===== src/rtl/c1908_pkg.sv =====
// Shared constants and types for the c1908-compatible 16-bit SEC/DED decoder:
// codeword position map, widths and the error classification type.
package c1908_pkg;

  localparam int unsigned DATA_W = 16;
  localparam int unsigned CHK_W  = 6;
  // Codeword vector: bit 0 holds overall parity c5, bits 1..21 are Hamming positions
  localparam int unsigned CW_W   = 22;

  typedef logic [4:0] pos_t;

  localparam pos_t DATA_POS [DATA_W] = '{
    5'd3,  5'd5,  5'd6,  5'd7,  5'd9,  5'd10, 5'd11, 5'd12,
    5'd13, 5'd14, 5'd15, 5'd17, 5'd18, 5'd19, 5'd20, 5'd21
  };

  localparam pos_t CHK_POS [CHK_W-1] = '{5'd1, 5'd2, 5'd4, 5'd8, 5'd16};

  localparam pos_t MAX_POS = 5'd21;

  typedef enum logic [1:0] {
    NONE   = 2'b00,
    SINGLE = 2'b01,
    DOUBLE = 2'b10
  } err_class_t;

  function automatic logic parity(input logic [CW_W-1:0] v);
    return ^v;
  endfunction

endpackage


===== src/rtl/c1908_syndrome.sv =====
// Combinational syndrome generator: builds the received codeword from data and
// (optionally inverted) check bits and returns {overall parity, s[4:0]}.
module c1908_syndrome
  import c1908_pkg::*;
(
  input  logic [DATA_W-1:0] data,
  input  logic [CHK_W-1:0]  chk,
  input  logic              inv_chk,
  output logic [CHK_W-1:0]  syn_raw
);

  logic [CHK_W-1:0] chk_eff_s;
  logic [CW_W-1:0]  cw_s;
  logic [4:0]       s_s;

  // Place bits at their codeword positions, then XOR the positions of all set bits
  always_comb begin
    chk_eff_s = inv_chk ? ~chk : chk;
    cw_s      = '0;
    cw_s[0]   = chk_eff_s[CHK_W-1];
    for (int i = 0; i < DATA_W; i++) begin
      cw_s[DATA_POS[i]] = data[i];
    end
    for (int k = 0; k < CHK_W - 1; k++) begin
      cw_s[CHK_POS[k]] = chk_eff_s[k];
    end
    s_s = 5'd0;
    for (int p = 1; p < CW_W; p++) begin
      s_s = s_s ^ ({5{cw_s[p]}} & 5'(p));
    end
    syn_raw = {parity(cw_s), s_s};
  end

endmodule


===== src/rtl/c1908_sec_ded.sv =====
// Registered SEC/DED decoder with the ISCAS-85 c1908 pin map.
// Define C1908_IN_REG_EN to add an input register stage (2-cycle latency).
module c1908_sec_ded
  import c1908_pkg::*;
(
  input  logic clk,
  input  logic rst_n,
  input  logic N1, N4, N7, N10, N13, N16, N19, N22,
  input  logic N25, N28, N31, N34, N37, N40, N43, N46,
  input  logic N49, N53, N56, N60, N63, N66,
  input  logic N69, N72, N76, N79, N82,
  input  logic N85, N88, N91, N94, N99, N104,
  output logic N2753, N2754, N2755, N2756, N2762, N2767, N2768, N2779,
  output logic N2780, N2781, N2782, N2783, N2784, N2785, N2786, N2787,
  output logic N2811,
  output logic N2886, N2887, N2888, N2889, N2890, N2891,
  output logic N2892,
  output logic N2899
);

  logic [DATA_W-1:0] data_in_s, data_s, corr_s, dout_s, dout_r;
  logic [CHK_W-1:0]  chk_in_s, chk_s, syn_raw_s, syn_s, syn_r;
  logic [10:0]       ctl_in_s, ctl_s;
  logic              corr_en_s, det_en_s, oe_lo_s, oe_hi_s, inv_chk_s;
  logic [CHK_W-1:0]  syn_en_s;
  err_class_t        cls_s;
  logic [2:0]        flags_s, flags_r;

  assign data_in_s = {N1, N4, N7, N10, N13, N16, N19, N22,
                      N25, N28, N31, N34, N37, N40, N43, N46};
  assign chk_in_s  = {N49, N53, N56, N60, N63, N66};
  assign ctl_in_s  = {N69, N72, N76, N79, N82, N85, N88, N91, N94, N99, N104};

`ifdef C1908_IN_REG_EN
  logic [DATA_W-1:0] data_r;
  logic [CHK_W-1:0]  chk_r;
  logic [10:0]       ctl_r;

  // Optional input capture stage
  always_ff @(posedge clk) begin
    if (!rst_n) begin
      data_r <= '0;
      chk_r  <= '0;
      ctl_r  <= '0;
    end else begin
      data_r <= data_in_s;
      chk_r  <= chk_in_s;
      ctl_r  <= ctl_in_s;
    end
  end

  assign data_s = data_r;
  assign chk_s  = chk_r;
  assign ctl_s  = ctl_r;
`else
  assign data_s = data_in_s;
  assign chk_s  = chk_in_s;
  assign ctl_s  = ctl_in_s;
`endif

  assign {corr_en_s, det_en_s, oe_lo_s, oe_hi_s, inv_chk_s, syn_en_s} = ctl_s;

  c1908_syndrome u_syndrome (
    .data    (data_s),
    .chk     (chk_s),
    .inv_chk (inv_chk_s),
    .syn_raw (syn_raw_s)
  );

  // Classify the masked syndrome, correct a single data error, gate bytes and flags
  always_comb begin
    syn_s = syn_raw_s & syn_en_s;
    if (syn_s == 6'd0) begin
      cls_s = NONE;
    end else if (syn_s[5] == 1'b0) begin
      cls_s = DOUBLE;
    end else if (syn_s[4:0] <= MAX_POS) begin
      cls_s = SINGLE;  // includes s=0, i.e. c5 itself flipped
    end else begin
      cls_s = DOUBLE;
    end

    corr_s = data_s;
    for (int i = 0; i < DATA_W; i++) begin
      if (corr_en_s && (cls_s == SINGLE) && (DATA_POS[i] == syn_s[4:0])) begin
        corr_s[i] = ~data_s[i];
      end else begin
        corr_s[i] = data_s[i];
      end
    end

    dout_s = {oe_hi_s ? corr_s[15:8] : 8'h00, oe_lo_s ? corr_s[7:0] : 8'h00};

    flags_s = 3'b000;
    if (det_en_s) begin
      case (cls_s)
        NONE:    flags_s = 3'b100;
        SINGLE:  flags_s = 3'b010;
        DOUBLE:  flags_s = 3'b001;
        default: flags_s = 3'b001;
      endcase
    end else begin
      flags_s = 3'b000;
    end
  end

  // Output register stage
  always_ff @(posedge clk) begin
    if (!rst_n) begin
      dout_r  <= '0;
      syn_r   <= '0;
      flags_r <= 3'b100;
    end else begin
      dout_r  <= dout_s;
      syn_r   <= syn_s;
      flags_r <= flags_s;
    end
  end

  assign {N2753, N2754, N2755, N2756, N2762, N2767, N2768, N2779,
          N2780, N2781, N2782, N2783, N2784, N2785, N2786, N2787} = dout_r;
  assign {N2886, N2887, N2888, N2889, N2890, N2891} = syn_r;
  assign {N2811, N2892, N2899} = flags_r;

endmodule


===== config.mk =====
export PLATFORM = sky130hd
export DESIGN_NAME = c1908_sec_ded
export DESIGN_NICKNAME = d
export VERILOG_FILES = /design/src/rtl/c1908_pkg.sv /design/src/rtl/c1908_syndrome.sv /design/src/rtl/c1908_sec_ded.sv
export SDC_FILE = /design/constraint.sdc
export NUM_CORES = 1
export LEC_CHECK = 0
export ABC_AREA = 0
export BUFFER_PORTS_ARGS = -buffer_cell sky130_fd_sc_hd__buf_2
export CAP_MARGIN = 20
export CORE_ASPECT_RATIO = 0.7
export CORE_MARGIN = 5
export CORE_UTILIZATION = 40
export DETAILED_ROUTE_END_ITERATION = 16
export GPL_TIMING_DRIVEN = 0
export PLACE_DENSITY = 0.7
export SYNTH_ARGS = -nofsm -noshare
export SYNTH_HDL_FRONTEND = slang
export SYNTH_SLANG_ARGS = --single-unit

===== constraint.sdc =====
create_clock -name clk -period 6.41 [get_ports clk]
set_input_delay 0.3205 -clock clk [delete_from_list [all_inputs] [get_ports clk]]
set_output_delay 0.3205 -clock clk [all_outputs]
set_load 0.005 [all_outputs]

==> flow_summary_export.csv, run 1 <==
group,metric,value,unit
power_and_ir_drop,p_sw_frac,0.383,
final_layout,finalNetCount,258,
synthesis,synth-simple-area-share,0.207,
power_and_ir_drop,seqPwrFrac,0.339,
critical_path,critical_path_arrival,2.86,ns
detailed_routing,drt-total-wl,4040,µm
sta,fin_crit,2.66,ns
synthesis,synthMuxAreaShare,0.0131,
synthesis,synthDistinctLibCells,33,
synthesis,synth_xor_area_frac,0.286,
power_and_ir_drop,p_switching,0.195,mW
synthesis,synth_edf_count,0,
sta,max_freq,375,MHz
critical_path,path_delay_family,"XOR/XNOR gates",
global_routing,gr-total-overflow,0,
synthesis,synth-compound-area-share,0.148,
synthesis,syn_area,1520,µm²
clock_network,cts_tree,"done",
power_and_ir_drop,leakagePower,0.879,nW
final_layout,fin_cells,272,
critical_path,endpoint_kind,"flop",
detailed_routing,drc,0,
power_and_ir_drop,p_int,0.315,mW
synthesis,ys.flop_type,"dfxtp_1",
final_layout,fill_cells,358,
synthesis,yosysSeqAreaShare,0.328,
synthesis,synth_top_family_by_area,"XOR/XNOR gates",
synthesis,synthAdderAreaFrac,0,
synthesis,synth_top_cells_by_count,"dfxtp_1 (25), xnor2_1 (24)",
global_routing,grt_pass1_wl,6380,µm
critical_path,critPathLaunchType,"primary input",
floorplanning,ios,60,
clock_network,post_cts_resized,0,
global_routing,grt_usage,0.158,
place,place_congestion,0.884,
critical_path,crit_chain,"buf_2, xnor3_1, xnor2_2, xnor2_1, xnor2_2, mux2i_1, buf_2, clkbuf_1, o31ai_1, a21oi_1",
hold_path,hold_class,"primary input to flop",
global_routing,grt_pass1_vias,1304,
floorplanning,initial_utilization,0.423,
run_status,status,"complete, no violations",
sta,fin_crit_sh,0.415,
place,post-dp-hpwl,3210,µm
final_layout,finalInstanceArea,1920,µm²
floorplanning,rows,18,
floorplanning,fp.dieW,83.8,µm
final_layout,drive_gt1_frac,0.306,
clock_network,cts_root_buf,"clkbuf_8",
final_layout,antennaDiodeCount,0,
synthesis,synth_area_leader_cell,"dfxtp_1",
detailed_routing,viasPerCell,5.28,
place,numPortBuffers,58,
critical_path,setup.worst_path.start,"N28",
sta,hold_viol_final,0,
synthesis,synthArstFlopShare,0,
floorplanning,dieArea,5160,µm²
critical_path,crit_fanout,10,
sta,tns,0,ns
clock_network,ctsHoldBuffers,0,
critical_path,worst_path_max_delay_cell,"xnor3_1",
global_routing,grt_max_degree,15,
floorplanning,die_h,61.6,µm
floorplanning,core_area,3600,µm²
detailed_routing,wl_per_cell,14.8,µm
synthesis,ys_warn_count,0,
detailed_routing,vias,1435,
power_and_ir_drop,p_per_area,265,nW/µm²
sta,drv_slew,0,
place,dp_cells,268,
job,timing.max_cap.violations,0,
synthesis,synth-seq-cells,25,
detailed_routing,drt_pre_antenna_iters,4,
detailed_routing,drt_iter0_drc,76,
clock_network,clk_path_buf_depth,2,
clock_network,cts_buffers,3,
synthesis,synth_area_leaders,"dfxtp_1 (33%), xnor2_1 (14%), xnor3_1 (10%), o31ai_1 (5.4%), or4_1 (5.4%)",
global_routing,antenna_found_initial,0,
synthesis,synth.avg_cell_area,9.52,µm²
power_and_ir_drop,p_clk_frac,0.188,
critical_path,path_buf_inv,3,
synthesis,synth_top_area_frac,0.328,
clock_network,cts.sinks,25,
synthesis,synth_fp_nets,195,
place,place_area,1880,µm²
power_and_ir_drop,ir_drop,152,µV
clock_network,cts_htree_levels,1,
detailed_routing,postRouteAntennaNets,0,
hold_path,min_from,"N72",
critical_path,max_stage_delay,0.45,ns
synthesis,post-synth-top-count-cell,"dfxtp_1",
clock_network,clkTransAtPathRegs,0.10,ns
sta,finalSetupViolCount,0,
final_layout,area_delta_synth_final,26.2,%
power_and_ir_drop,combPwrFrac,0.472,
sta,timing.slew.headroom,0.489,
clock_network,post-cts-setup-buffer-count,0,
critical_path,worstPathRequired,6.61,ns
critical_path,worstSetupPathType,"primary input to flop",
sta,rsz0062_at_grt,"false",
sta,worst_pin_slew,0.763,ns
synthesis,syn_inst,160,
-- metrics by stage --
step	power [mW]	utilization	hold WS [ns]	setup WS [ns]
CTS	0.512	0.534	0.291	3.77
detailed placement	0.415	0.521	0.578	3.49
floorplan	0.347	-	0.457	3.95
finish	0.510	0.534	0.288	3.75
global placement	0.411	0.521	0.577	3.55
global route	0.543	0.534	0.298	3.56
-- registers in the layout, indices dropped and copies added, names as in the netlist --
register,cells
syn_r,6
dout_r,16
flags_r,3
-- cell families after synthesis --
| kind of cell | Yosys count |
|---|---|
| DFF | 25 |
| muxes | 2 |
| AOI/OAI and AO/OA | 34 |
| and+or+nand+nor | 55 |
| buffers and inverters | 7 |
| xor gates and xnor gates | 37 |
-- worst paths after layout --
check             slack (ns)  depth (start not counted)               endpoint
setup / recovery        3.75                         10   dout_r[9]$_SDFF_PN0_
hold / removal          0.29                          2  flags_r[2]$_SDFF_PN1_
-- area by class of cell --
| type | count | area, µm² | area share |
|---|---|---|---|
| Sequential cell | 25 | 500 | 0.260 |
| Inverter | 4 | 15.0 | 0.00781 |
| Multi-Input combinational cell | 128 | 996 | 0.518 |
| Clock inverter | 1 | 5.00 | 0.00260 |
| Clock buffer | 3 | 41.3 | 0.0215 |
| Timing Repair Buffer | 58 | 290 | 0.151 |
| Tap cell | 50 | 62.6 | 0.0325 |
| Buffer | 3 | 12.5 | 0.00651 |
-- layout by cell type, fill, tap and decap left out, drive strengths merged, types with 3 or more instances in the layout --
cell type	n
a31oi	3
inv	4
nand3	7
xnor2	26
xnor3	7
dfxtp	25
o31ai	11
nor2	11
clkbuf	5
or4	11
buf	59
nor2b	3
a21oi	11
and2	3
nand2	8
xor2	4
-- power by group through the flow --
stage	sequential [mW]	clock (mW)	combinational, mW
final	0.173	0.0962	0.241
after global routing	0.175	0.107	0.261
after CTS	0.173	0.0990	0.240
after detailed placement	0.177	0	0.239
after global placement	0.177	0	0.234
after floorplan	0.180	0	0.168
-- routing by layer --
metal  track usage  vias to the layer above  part of all wire
met5             0                        -                 0
met4        0.0459                        0             0.011
met3        0.0321                        4             0.091
met2         0.248                       55              0.42
met1         0.225                      668              0.48
li1              -                      708                 -
Note: power is estimated with default switching activity, not from simulation.
==> inputs of run 2 (changes only) <==
PLACE_DENSITY = 0.72   (was 0.7)
clock period = 2.4 ns   (was 6.41 ns; I/O delays follow)
==> run 2 against run 1 <==
  * Core utilization increased by 0.69 points
  * Clock-buffer cell count rose by 1
  * Combinational power rose to 2.8 times the previous value
  * Critical endpoint is now dout_r[0]$_SDFF_PN0_
  * Clock power increased to 2.6 times the previous value
  * Via count is 1.5% lower
  * Sequential power rose to 2.7 times the previous value
  * Sequential cell count unchanged
==> flow_summary_export.csv, run 2 (synthesis results as in run 1) <==
group,metric,value,unit
detailed_routing,wl_per_cell,15.0,µm
sta,rsz0062_at_grt,"true",
sta,fin_crit,2.31,ns
sta,timing.slew.headroom,0.509,
critical_path,setup.worst_path.start,"N37",
detailed_routing,drt_iter0_drc,85,
clock_network,clkTransAtPathRegs,0.08,ns
clock_network,ctsHoldBuffers,0,
sta,hold_viol_final,0,
place,place_congestion,0.786,
detailed_routing,drt-total-wl,4070,µm
global_routing,grt_pass1_wl,6040,µm
place,post-dp-hpwl,3310,µm
power_and_ir_drop,combPwrFrac,0.484,
final_layout,largestRegisters,"dout_r x16, syn_r x6, flags_r x3",
final_layout,finalNetCount,258,
critical_path,worstPathRequired,2.59,ns
detailed_routing,drc,0,
power_and_ir_drop,leakagePower,0.886,nW
final_layout,finish.utilization,0.541,
critical_path,path_delay_family,"XOR/XNOR gates",
clock_network,cts_tree,"done",
floorplanning,core_area,3600,µm²
sta,worst_pin_slew,0.733,ns
final_layout,antennaDiodeCount,0,
power_and_ir_drop,p_int,0.857,mW
critical_path,worst_path_max_delay_cell,"or4_1",
sta,max_freq,433,MHz
floorplanning,initial_utilization,0.423,
sta,tns,0,ns
power_and_ir_drop,p_switching,0.530,mW
detailed_routing,postRouteAntennaNets,0,
clock_network,cts_root_buf,"clkbuf_8",
critical_path,path_buf_inv,1,
clock_network,cts.sinks,25,
power_and_ir_drop,p_sw_frac,0.382,
critical_path,crit_fanout,6,
sta,drv_slew,0,
floorplanning,fp.dieW,83.8,µm
critical_path,max_stage_delay,0.47,ns
final_layout,drive_gt1_frac,0.324,
final_layout,final_common_cell,"buf_2",
detailed_routing,top_layer_used,"met4",
floorplanning,die_h,61.6,µm
floorplanning,ios,60,
power_and_ir_drop,p_per_area,712,nW/µm²
clock_network,cts_buffers,3,
hold_path,min_from,"N72",
power_and_ir_drop,ir_drop,280,µV
detailed_routing,dr_wl_met3,379,µm
critical_path,worstSetupPathType,"primary input to flop",
sta,finalSetupViolCount,0,
critical_path,crit_chain,"buf_2, xnor3_1, xnor3_1, xor2_1, and2_4, or2_2, or4_1, a21oi_1",
global_routing,grt_usage,0.153,
critical_path,critPathLaunchType,"primary input",
sta,setup_slack,0.0925,ns
global_routing,gr-total-overflow,0,
critical_path,critical_path_arrival,2.50,ns
detailed_routing,viasPerCell,5.20,
power_and_ir_drop,seqPwrFrac,0.334,
power_and_ir_drop,p_clk_frac,0.181,
final_layout,mostFrequentLayoutCells,"buf_2 (60), dfxtp_1 (25), xnor2_1 (23)",
clock_network,cts_htree_levels,1,
detailed_routing,drt_pre_antenna_iters,4,
place,place_ws,-0.271,ns
global_routing,grt_pass1_vias,1219,
run_status,status,"complete, no violations",
detailed_routing,wl_met1,1990,µm
final_layout,largest_register_ffs,16,
final_layout,area_delta_synth_final,27.8,%
critical_path,crit_path_frequent_cell,"xnor3_1",
critical_path,endpoint_kind,"flop",
final_layout,largest_register,"dout_r",
place,numPortBuffers,58,
hold_path,hold_class,"primary input to flop",
global_routing,antenna_found_initial,0,
sta,worst_hold_slack,0.0943,ns
detailed_routing,vias,1414,
clock_network,clk_path_buf_depth,2,
global_routing,grt_max_degree,14,
floorplanning,rows,18,
detailed_routing,wl_met2,1660,µm
floorplanning,dieArea,5160,µm²
job,timing.max_cap.violations,0,
sta,fin_crit_sh,0.961,
[run 2: power groups by stage]
stage          registers, mW  logic, mW  clock network (mW)
5_1_grt                0.468      0.722               0.270
2_1_floorplan          0.480      0.448                   0
4_1_cts                0.464      0.642               0.257
3_3_place_gp           0.472      0.626                   0
3_5_place_dp           0.473      0.636                   0
6_report               0.463      0.672               0.252
[run 2: metal layers]
layer / vias to the layer above / GRT usage
li1: 713 / -
met1: 636 / 0.215
met2: 61 / 0.228
met3: 4 / 0.0508
met4: 0 / 0.0413
met5: - / 0
[run 2: final cells by class]
class / instances / area, µm²
sequential: 25 / 500
inverter: 4 / 15.0
buffer: 3 / 13.8
fill: 355 / 1660
timing repair buffer: 58 / 290
multi-input combinational: 128 / 1020
tap: 50 / 62.6
clock buffer: 4 / 45.0
[run 2: what timing repair did]
item                                    4_1_cts  5_1_grt
setup buffers                                 0        0
gates resized for setup                       0        9
endpoints found under the setup margin        0       12
[run 2: worst paths after layout]
kind,slack (ns),to,depth (start not counted)
max,0.09,dout_r[0]$_SDFF_PN0_,8
min,0.09,flags_r[2]$_SDFF_PN1_,2
[run 2: per-stage QoR]
stage	cell area [µm²]	total power, mW	instances
floorplan	1520	0.928	160
global placement	1880	1.10	268
detailed placement	1880	1.11	268
CTS	1920	1.36	272
global route	1950	1.46	272
finish	1950	1.39	272
==> inputs of run 3 (changes only) <==
HOLD_SLACK_MARGIN = 0.12   (was unset)
==> run 3 against run 2 <==
  * Clock-buffer cell count unchanged
  * Global-route usage barely moved
  * Critical endpoint unchanged
  * First-iteration DRC count shrank 5.9%
  * Sequential cell count unchanged
  * Die area did not move
  * Non-clock buffer count up 3
  * Wire length about the same
  * Core utilization is 0.83 points higher
==> flow_summary_export.csv, run 3 (synthesis results as in run 1) <==
group,metric,value,unit
clock_network,clkTransAtPathRegs,0.09,ns
power_and_ir_drop,p_per_area,703,nW/µm²
place,post-dp-hpwl,3310,µm
critical_path,endpoint_kind,"flop",
power_and_ir_drop,total_power,1.39,mW
clock_network,cts_htree_levels,1,
global_routing,grt_max_degree,14,
detailed_routing,drt_iter0_drc,80,
floorplanning,dieArea,5160,µm²
sta,drv_slew,0,
place,place_congestion,0.786,
global_routing,gr-total-overflow,0,
floorplanning,core_area,3600,µm²
sta,hold_viol_final,0,
final_layout,drive_gt1_frac,0.320,
sta,setup_slack,0.0897,ns
detailed_routing,drc,0,
floorplanning,die_h,61.6,µm
detailed_routing,vias,1444,
sta,timing.slew.headroom,0.503,
final_layout,area_delta_synth_final,29.8,%
clock_network,cts.sinks,25,
sta,worst_pin_slew,0.742,ns
global_routing,grt_pass1_wl,6050,µm
final_layout,largest_register,"dout_r",
clock_network,cts_buffers,3,
sta,tns,0,ns
global_routing,grt_usage,0.154,
clock_network,clk_path_buf_depth,2,
floorplanning,fp.dieW,83.8,µm
power_and_ir_drop,leakagePower,0.899,nW
power_and_ir_drop,ir_drop,271,µV
final_layout,antennaDiodeCount,0,
final_layout,final_common_cell,"buf_2",
critical_path,crit_fanout,6,
critical_path,worstSetupPathType,"primary input to flop",
global_routing,grt_pass1_vias,1221,
final_layout,mostFrequentLayoutCells,"buf_2 (60), dfxtp_1 (25), xnor2_1 (23)",
sta,fin_crit,2.31,ns
global_routing,antenna_found_initial,0,
clock_network,cts_root_buf,"clkbuf_8",
floorplanning,rows,18,
detailed_routing,postRouteAntennaNets,0,
floorplanning,ios,60,
critical_path,worstPathRequired,2.59,ns
critical_path,critPathLaunchType,"primary input",
sta,finalSetupViolCount,0,
detailed_routing,wl_per_cell,14.8,µm
run_status,status,"complete, no violations",
sta,fin_crit_sh,0.963,
final_layout,largestRegisters,"dout_r x16, syn_r x6, flags_r x3",
hold_path,hold_class,"primary input to flop",
detailed_routing,drt-total-wl,4070,µm
detailed_routing,viasPerCell,5.25,
final_layout,finalNetCount,261,
floorplanning,initial_utilization,0.423,
clock_network,post-cts-setup-buffer-count,0,
place,place_ws,-0.271,ns
clock_network,cts_tree,"done",
job,timing.max_cap.violations,0,
final_layout,largest_register_ffs,16,
critical_path,critical_path_arrival,2.50,ns
sta,max_freq,433,MHz
place,numPortBuffers,58,
detailed_routing,drt_pre_antenna_iters,4,
sta,rsz0062_at_grt,"true",
[run 3: cell count changes in the layout (fill, tap and decap cells not counted)]
cell / change
dlygate4sd3_1: +3
[run 3: where the power goes]
part	leakage, nW	internal (mW)	switching, mW	total [mW]
clock	0.0228	0.119	0.132	0.251
sequential	0.206	0.454	0.00931	0.464
combinational	0.671	0.287	0.390	0.677
[run 3: repair_timing]
item                                    in CTS  in global routing
endpoints found under the setup margin       0                 12
endpoints found under the hold margin        4                  0
hold buffers                                 3                  0
resized for setup                            0                  9
[run 3: layout make-up]
type	instances	area, µm²
fillers	349	1630
multi-input cells	128	1020
flip-flops and latches	25	500
repair buffers	61	320
well taps	50	62.6
clock buffers	4	45.0
inverters	4	15.0
plain buffers	3	13.8
[run 3: final timing paths]
path,start,endpoint,cells past startpoint
hold / removal,N88,syn_r[4]$_SDFF_PN0_,3
setup / recovery,N37,dout_r[0]$_SDFF_PN0_,8
[run 3: critical path: stages]
cell,delay [ns]
buf_2,0.13
xnor3_1,0.45
xnor3_1,0.41
xor2_1,0.19
and2_4,0.22
or2_2,0.32
or4_1,0.47
a21oi_1,0.19
[run 3: metrics by stage]
step                 util  hold WS (ns)  instances  area, µm²
floorplan               -         0.256        160       1520
global placement    0.521         0.374        268       1880
detailed placement  0.521         0.377        268       1880
CTS                 0.542         0.125        275       1950
global route        0.549         0.131        275       1980
finish              0.549         0.133        275       1980
[run 3: metal layers]
layer / part of all wire / wire [µm] / track usage
met3: 0.10 / 409 / 0.0521
met2: 0.41 / 1680 / 0.230
met5: 0 / 0 / 0
met4: 0.0098 / 40 / 0.0413
met1: 0.48 / 1940 / 0.214
